### src/rtl/pic_pkg.sv
// Shared encodings for the pic_core_n interrupt controller: register map,
// mode/command bit positions and the acknowledge FSM state type.
package pic_pkg;

    localparam logic [1:0] ADDR_IMR   = 2'd0;
    localparam logic [1:0] ADDR_VBASE = 2'd1;
    localparam logic [1:0] ADDR_MODE  = 2'd2;
    localparam logic [1:0] ADDR_CMD   = 2'd3;

    localparam logic [1:0] RD_IRR    = 2'd0;
    localparam logic [1:0] RD_ISR    = 2'd1;
    localparam logic [1:0] RD_IMR    = 2'd2;
    localparam logic [1:0] RD_STATUS = 2'd3;

    localparam int MODE_LEVEL    = 0;
    localparam int MODE_AEOI     = 1;
    localparam int MODE_ROT_AEOI = 2;

    localparam logic [1:0] CMD_NSEOI = 2'd1;
    localparam logic [1:0] CMD_SEOI  = 2'd2;
    localparam int         CMD_ROT_BIT = 7;

    typedef enum logic [1:0] {
        IDLE = 2'd0,
        PEND = 2'd1,
        ACK1 = 2'd2
    } state_e;

    // Distance of idx from the rotating base: 0 is the highest priority.
    function automatic int ring_dist(input int idx, input int base, input int n);
        return (idx + n - base) % n;
    endfunction

endpackage

### src/rtl/pic_prio_rotate.sv
// Rotating first-set finder: the bit at base_i has the highest priority,
// then base_i+1, wrapping modulo N_IRQ.
module pic_prio_rotate #(
    parameter  int N_IRQ = 8,
    localparam int IDX_W = $clog2(N_IRQ)
) (
    input  logic [N_IRQ-1:0] req_i,
    input  logic [IDX_W-1:0] base_i,
    output logic             found_o,
    output logic [IDX_W-1:0] idx_o
);

    logic [N_IRQ-1:0] rot;
    logic [IDX_W-1:0] pos;

    always_comb begin
        rot     = (req_i >> base_i) | (req_i << (N_IRQ - int'(base_i)));
        found_o = |rot;
        pos     = '0;
        for (int k = N_IRQ - 1; k >= 0; k--) begin
            if (rot[k]) pos = IDX_W'(k);
        end
        idx_o = IDX_W'((int'(pos) + int'(base_i)) % N_IRQ);
    end

endmodule

### src/rtl/pic_core_n.sv
// Single-chip 8259-style interrupt core: request capture, fully nested
// rotating priority, EOI/AEOI handling and the two-pulse INTA_ handshake.
module pic_core_n
    import pic_pkg::*;
#(
    parameter  int N_IRQ = 8,
    parameter  int VEC_W = 8,
    localparam int IDX_W = $clog2(N_IRQ),
    localparam int DW    = (N_IRQ > VEC_W) ? N_IRQ : VEC_W
) (
    input  logic             CLK,
    input  logic             RST_,
    input  logic [N_IRQ-1:0] IRQ,
    input  logic             WR,
    input  logic [1:0]       ADDR,
    input  logic [DW-1:0]    WDATA,
    input  logic [1:0]       RD_SEL,
    output logic [DW-1:0]    RDATA,
    output logic             INT,
    input  logic             INTA_,
    output logic [VEC_W-1:0] VEC,
    output logic             VEC_VALID
);

    localparam int WX = (DW > 8) ? DW : 8;
    localparam logic [VEC_W-1:0] IDX_MASK = VEC_W'((1 << IDX_W) - 1);

    logic [WX-1:0]    wd;
    logic [N_IRQ-1:0] irq_q, irr_q, irr_d, isr_q, isr_d, imr_q;
    logic [N_IRQ-1:0] isr_set, eoi_clr, aeoi_clr;
    logic [VEC_W-1:0] vbase_q, vec_q;
    logic [2:0]       mode_q;
    logic [IDX_W-1:0] base_q, base_d, idx_q, eoi_idx, sidx;
    logic [IDX_W-1:0] cand_idx, isr_idx;
    logic             cand_found, isr_found, cand_ok;
    logic             inta_q, inta_fall, ack_take, ack_fin, cmd_wr;
    logic             int_q, spur_q, vec_valid_q;
    state_e           state_q;

    function automatic logic [N_IRQ-1:0] onehot(input logic [IDX_W-1:0] i);
        return {{(N_IRQ-1){1'b0}}, 1'b1} << i;
    endfunction

    function automatic logic [IDX_W-1:0] next_ptr(input logic [IDX_W-1:0] i);
        return (i == IDX_W'(N_IRQ - 1)) ? '0 : i + 1'b1;
    endfunction

    assign wd = WX'(WDATA);
    assign sidx = wd[IDX_W+1:2];

    pic_prio_rotate #(.N_IRQ(N_IRQ)) u_cand (
        .req_i(irr_q & ~imr_q), .base_i(base_q), .found_o(cand_found), .idx_o(cand_idx)
    );
    pic_prio_rotate #(.N_IRQ(N_IRQ)) u_isr (
        .req_i(isr_q), .base_i(base_q), .found_o(isr_found), .idx_o(isr_idx)
    );

    // Fully nested: a request must beat every line already in service.
    assign cand_ok = cand_found && (!isr_found ||
        ring_dist(int'(cand_idx), int'(base_q), N_IRQ) < ring_dist(int'(isr_idx), int'(base_q), N_IRQ));

    assign inta_fall = inta_q & ~INTA_;
    assign ack_take  = (state_q == PEND) && inta_fall && cand_ok;
    assign ack_fin   = (state_q == ACK1) && inta_fall;
    assign cmd_wr    = WR && (ADDR == ADDR_CMD);

    always_comb begin
        irr_d = mode_q[MODE_LEVEL] ? ((irr_q & isr_q) | (IRQ & ~isr_q))
                                   : (irr_q | (IRQ & ~irq_q));
        isr_set = ack_take ? onehot(cand_idx) : '0;
        irr_d   = irr_d & ~isr_set;
        eoi_clr = '0;
        eoi_idx = '0;
        if (cmd_wr) begin
            if (wd[1:0] == CMD_NSEOI && isr_found) begin
                eoi_clr = onehot(isr_idx);
                eoi_idx = isr_idx;
            end else if (wd[1:0] == CMD_SEOI) begin
                eoi_clr = onehot(sidx) & (isr_q | isr_set);
                eoi_idx = sidx;
            end
        end
        aeoi_clr = (ack_fin && mode_q[MODE_AEOI] && !spur_q) ? onehot(idx_q) : '0;
        isr_d    = (isr_q | isr_set) & ~(eoi_clr | aeoi_clr);
        base_d   = base_q;
        if (|eoi_clr && wd[CMD_ROT_BIT]) base_d = next_ptr(eoi_idx);
        if (|aeoi_clr && mode_q[MODE_ROT_AEOI]) base_d = next_ptr(idx_q);
    end

    always_ff @(posedge CLK or negedge RST_) begin
        if (!RST_) begin
            irq_q       <= '0;
            inta_q      <= 1'b1;
            irr_q       <= '0;
            isr_q       <= '0;
            imr_q       <= '1;
            vbase_q     <= '0;
            mode_q      <= '0;
            base_q      <= '0;
            idx_q       <= '0;
            spur_q      <= 1'b0;
            int_q       <= 1'b0;
            vec_q       <= '0;
            vec_valid_q <= 1'b0;
            state_q     <= IDLE;
        end else begin
            irq_q       <= IRQ;
            inta_q      <= INTA_;
            irr_q       <= irr_d;
            isr_q       <= isr_d;
            base_q      <= base_d;
            vec_valid_q <= 1'b0;
            if (WR) begin
                case (ADDR)
                    ADDR_IMR:   imr_q   <= wd[N_IRQ-1:0];
                    ADDR_VBASE: vbase_q <= wd[VEC_W-1:0] & ~IDX_MASK;
                    ADDR_MODE:  mode_q  <= wd[2:0];
                    default: ;
                endcase
            end
            case (state_q)
                IDLE: if (cand_ok) begin
                    state_q <= PEND;
                    int_q   <= 1'b1;
                end
                PEND: if (inta_fall) begin
                    state_q <= ACK1;
                    idx_q   <= cand_ok ? cand_idx : IDX_W'(N_IRQ - 1);
                    spur_q  <= !cand_ok;
                end
                ACK1: if (inta_fall) begin
                    vec_q       <= vbase_q | VEC_W'(idx_q);
                    vec_valid_q <= 1'b1;
                    int_q       <= 1'b0;
                    state_q     <= IDLE;
                end
                default: state_q <= IDLE;
            endcase
        end
    end

    always_comb begin
        RDATA = '0;
        case (RD_SEL)
            RD_IRR:    RDATA = DW'(irr_q);
            RD_ISR:    RDATA = DW'(isr_q);
            RD_IMR:    RDATA = DW'(imr_q);
            RD_STATUS: RDATA = DW'({state_q, base_q});
            default:   RDATA = '0;
        endcase
    end

    assign INT       = int_q;
    assign VEC       = vec_q;
    assign VEC_VALID = vec_valid_q;

endmodule

### config.mk
export PLATFORM = sky130hd
export DESIGN_NAME = pic_core_n
export DESIGN_NICKNAME = d
export VERILOG_FILES = /design/src/rtl/pic_pkg.sv /design/src/rtl/pic_prio_rotate.sv /design/src/rtl/pic_core_n.sv
export SDC_FILE = /design/constraint.sdc
export NUM_CORES = 1
export LEC_CHECK = 0
export ABC_AREA = 1
export CORE_MARGIN = 2
export CORE_UTILIZATION = 63
export DETAILED_ROUTE_END_ITERATION = 8
export GPL_TIMING_DRIVEN = 0
export PLACE_DENSITY = 0.91
export SETUP_SLACK_MARGIN = 0.05
export SLEW_MARGIN = 0
export SYNTH_ARGS = -nofsm -noshare
export SYNTH_HDL_FRONTEND = slang
export SYNTH_SLANG_ARGS = --single-unit
export TNS_END_PERCENT = 10
### constraint.sdc
create_clock -name CLK -period 11.92 [get_ports CLK]
set_clock_uncertainty 0.2 [all_clocks]
set_input_delay 2.98 -clock CLK [delete_from_list [all_inputs] [get_ports CLK]]
set_output_delay 2.98 -clock CLK [all_outputs]
set_load 0.02 [all_outputs]
==> results_dict.tcl <==
set metrics [dict create \
    status "finished clean" \
    firstDrtPassIters 5 \
    gp_congestion 1.03 \
    top_layer_used "met4" \
    rr_worst_depth 38 \
    synth_cell_types 44 \
    syn_avg_cell_area_um2 6.64 \
    fin_nets 788 \
    hold_path_depth 2 \
    setup_viol 0 \
    min_period_over_period 0.680 \
    cts_setup_buffers 0 \
    cts_buffers 9 \
    wl_met1_um 5660 \
    synthCells 694 \
    grt_first_pass_wirelength_um 23000 \
    drt-total-wl_um 14100 \
    hold_buffers 0 \
    drcViolationCount 0 \
    tightest_slew_ns 0.659 \
    cp_top_family "buffers and inverters" \
    die_h_um 89.5 \
    insertion_delay_ns 0.36 \
    async_reset_ff_frac 1.00 \
    endpoint_kind "output pin" \
    core-area_um2 7180 \
    dieWidth_um 89.5 \
    r2r_setup_slack_ns 5.32 \
    worst_slack_ns 3.81 \
    cts_root_buf "clkbuf_8" \
    yosysTopAreaCell "dfrtp_1" \
    timing.rr.start "base_q[1]" \
    hp-start "vbase_q[3]" \
    dp.cells 835 \
    hold_class "flop to flop" \
    ys_warn_count 0 \
    h-tree-depth 3 \
    fin_util 0.747 \
    dr.first_iter.drc_count 556 \
    final_cell_area_um2 5360 \
    clkSinkCount 60 \
    fmax_ghz 0.123 \
    clk_pin_slew_worst_paths_ns 0.07 \
    p_total_mw 1.67 \
    grt_pass1_vias 4714 \
    hold_end "VEC[3]" \
    cts_resized 0 \
    ys.flop_type "dfrtp_1" \
    grt_max_degree 33 \
    syn_to_final_growth_pct 16.2 \
    start_util 0.642 \
    fin_cells 851 \
    route.met2.wl_um 6310 \
    track_usage 0.384 \
    die_area_um2 8020 \
    post-place-ws_ns 3.87 \
    cts_tree "built" \
    hold_ws_ns 0.278 \
    required_ns 8.74 \
    critical_path_class "primary input to output pin" \
    p_leak_nw 2.78 \
    drv_slew 0 \
    rows 31 \
    critPathBufInv 3 \
    arrival_ns 4.93 \
    clk_path_buf_depth 2 \
    cp_common_cell "clkdlybuf4s50_1" \
    slowest_delay_ns 0.67 \
    synth_edf_count 0 \
    drive_gt1_frac 0.0997 \
    post-route-min-period_ns 8.11 \
    crit_fanout 8 \
    antennaDiodeCount 0 \
    dr_total_vias 5090 \
    antenna_left 0 \
    synth_seq_cells 60 \
    pin_count 42 \
    routed_via_density 5.98 \
    synth_common_cells "nand2_1 (252), nand3_1 (78), nor2_1 (74)" \
    io_buffer_count 41 \
    power.density_nw_per_um2 311 \
    grt_overflow_total 0 \
    synth_top_area_frac 0.277 \
    dpl-instance-area_um2 5160 \
    finalHoldViolations 0 \
    ys_top_cells_by_area "dfrtp_1 (28%), nand2_1 (21%), nand3_1 (8.5%), nor2_1 (6.0%), dfstp_2 (5.1%)" \
    drv_cap 0 \
    cp-start-kind "primary input" \
    fillers 551 \
    tns_ns 0 \
    reg2reg_to "base_q[0]" \
    cp_cell_sequence "clkdlybuf4s50_1 > inv_1 > nor2_1 > nand2_1 > o2111ai_1 > clkdlybuf4s50_1" \
    synth_nets 735 \
    hpwl_um 11000 \
    antenna_found_initial 0 \
    wl_per_cell_um 16.6 \
    dr_wl_met3_um 1680 \
    syn_area_um2 4610 \
    slew_headroom 0.561 \
    cp_slowest_cell "clkdlybuf4s50_1" \
    rsz0062_at_grt "false" \
    yosys.cell_count.top_type "nand2_1" \
    peakVddDrop_mv 0.226 \
    seq_area_frac_synth 0.328 \
]
cell type report:
class / count / area (um^2) / share of cell area
flip-flops and latches: 60 / 1510 / 0.282
inverters: 66 / 260 / 0.0486
clock buffers: 9 / 124 / 0.0231
repair buffers: 42 / 425 / 0.0794
well taps: 99 / 124 / 0.0231
multi-input cells: 552 / 2710 / 0.507
plain buffers: 16 / 123 / 0.0229
clock inverters: 7 / 75.1 / 0.0140
worst max path at each step:
| stage | from | to | slack [ns] | cells past startpoint |
|---|---|---|---|---|
| after global routing | RD_SEL[0] | RDATA[0] | 3.71 | 6 |
| after global placement | RD_SEL[0] | RDATA[1] | 3.95 | 6 |
| after detailed placement | RD_SEL[0] | RDATA[2] | 3.87 | 6 |
| final | RD_SEL[0] | RDATA[2] | 3.81 | 6 |
| after CTS | RD_SEL[0] | RDATA[2] | 3.87 | 6 |
| after floorplan | RD_SEL[0] | RDATA[0] | 5.14 | 4 |
sequential cells by signal, indices dropped and copies added (netlist names):
signal     count
vbase_q        5
spur_q         1
isr_q          8
imr_q          8
irq_q          8
INT            1
VEC            8
VEC_VALID      1
base_q         3
idx_q          3
mode_q         3
state_q        2
inta_q         1
irr_q          8
routing by layer:
layer / track usage / vias up
met5: 0 / -
met1: 0.532 / 2336
met2: 0.578 / 329
met4: 0.153 / 0
li1: - / 2367
met3: 0.0942 / 58
cells by family (layout without fill, tap and decap cells):
family,count (synthesis),count (layout),synth area share
simple gates,435,435,0.404
compound gates,96,96,0.124
buf+inv,82,140,0.0831
flops,60,60,0.328
fa+ha+maj,17,17,0.0527
xor+xnor,3,3,0.00570
mux,1,1,0.00244
layout by cell type, fill, tap and decap left out, types with 4 or more instances in the layout:
master / instances
nand3_2: 5
nand3_1: 78
a21oi_1: 30
a211oi_1: 7
buf_6: 4
nor2_2: 6
fa_1: 4
nand2_2: 10
buf_4: 4
o31ai_1: 4
nor2_1: 74
nand2_1: 252
dfrtp_1: 51
inv_1: 59
o21ai_1: 8
o21ai_0: 26
clkdlybuf4s50_1: 40
dfstp_2: 9
o211ai_1: 4
clkbuf_8: 9
o2111ai_1: 5
ha_1: 13
tightest hold or removal path: cells and delay by family, from the launching register on:
family | cells | cell delay [ns]
AND/OR/NAND/NOR | 2 | 0.10
flip-flops | 1 | 0.35
power breakdown:
part / internal [mW] / switching [mW] / leakage [nW]
clock network: 0.0975 / 0.0925 / 0.104
logic: 0.402 / 0.731 / 1.98
registers: 0.268 / 0.0768 / 0.696
total: 0.768 / 0.900 / 2.78
Note: power is estimated with default switching activity, not from simulation.
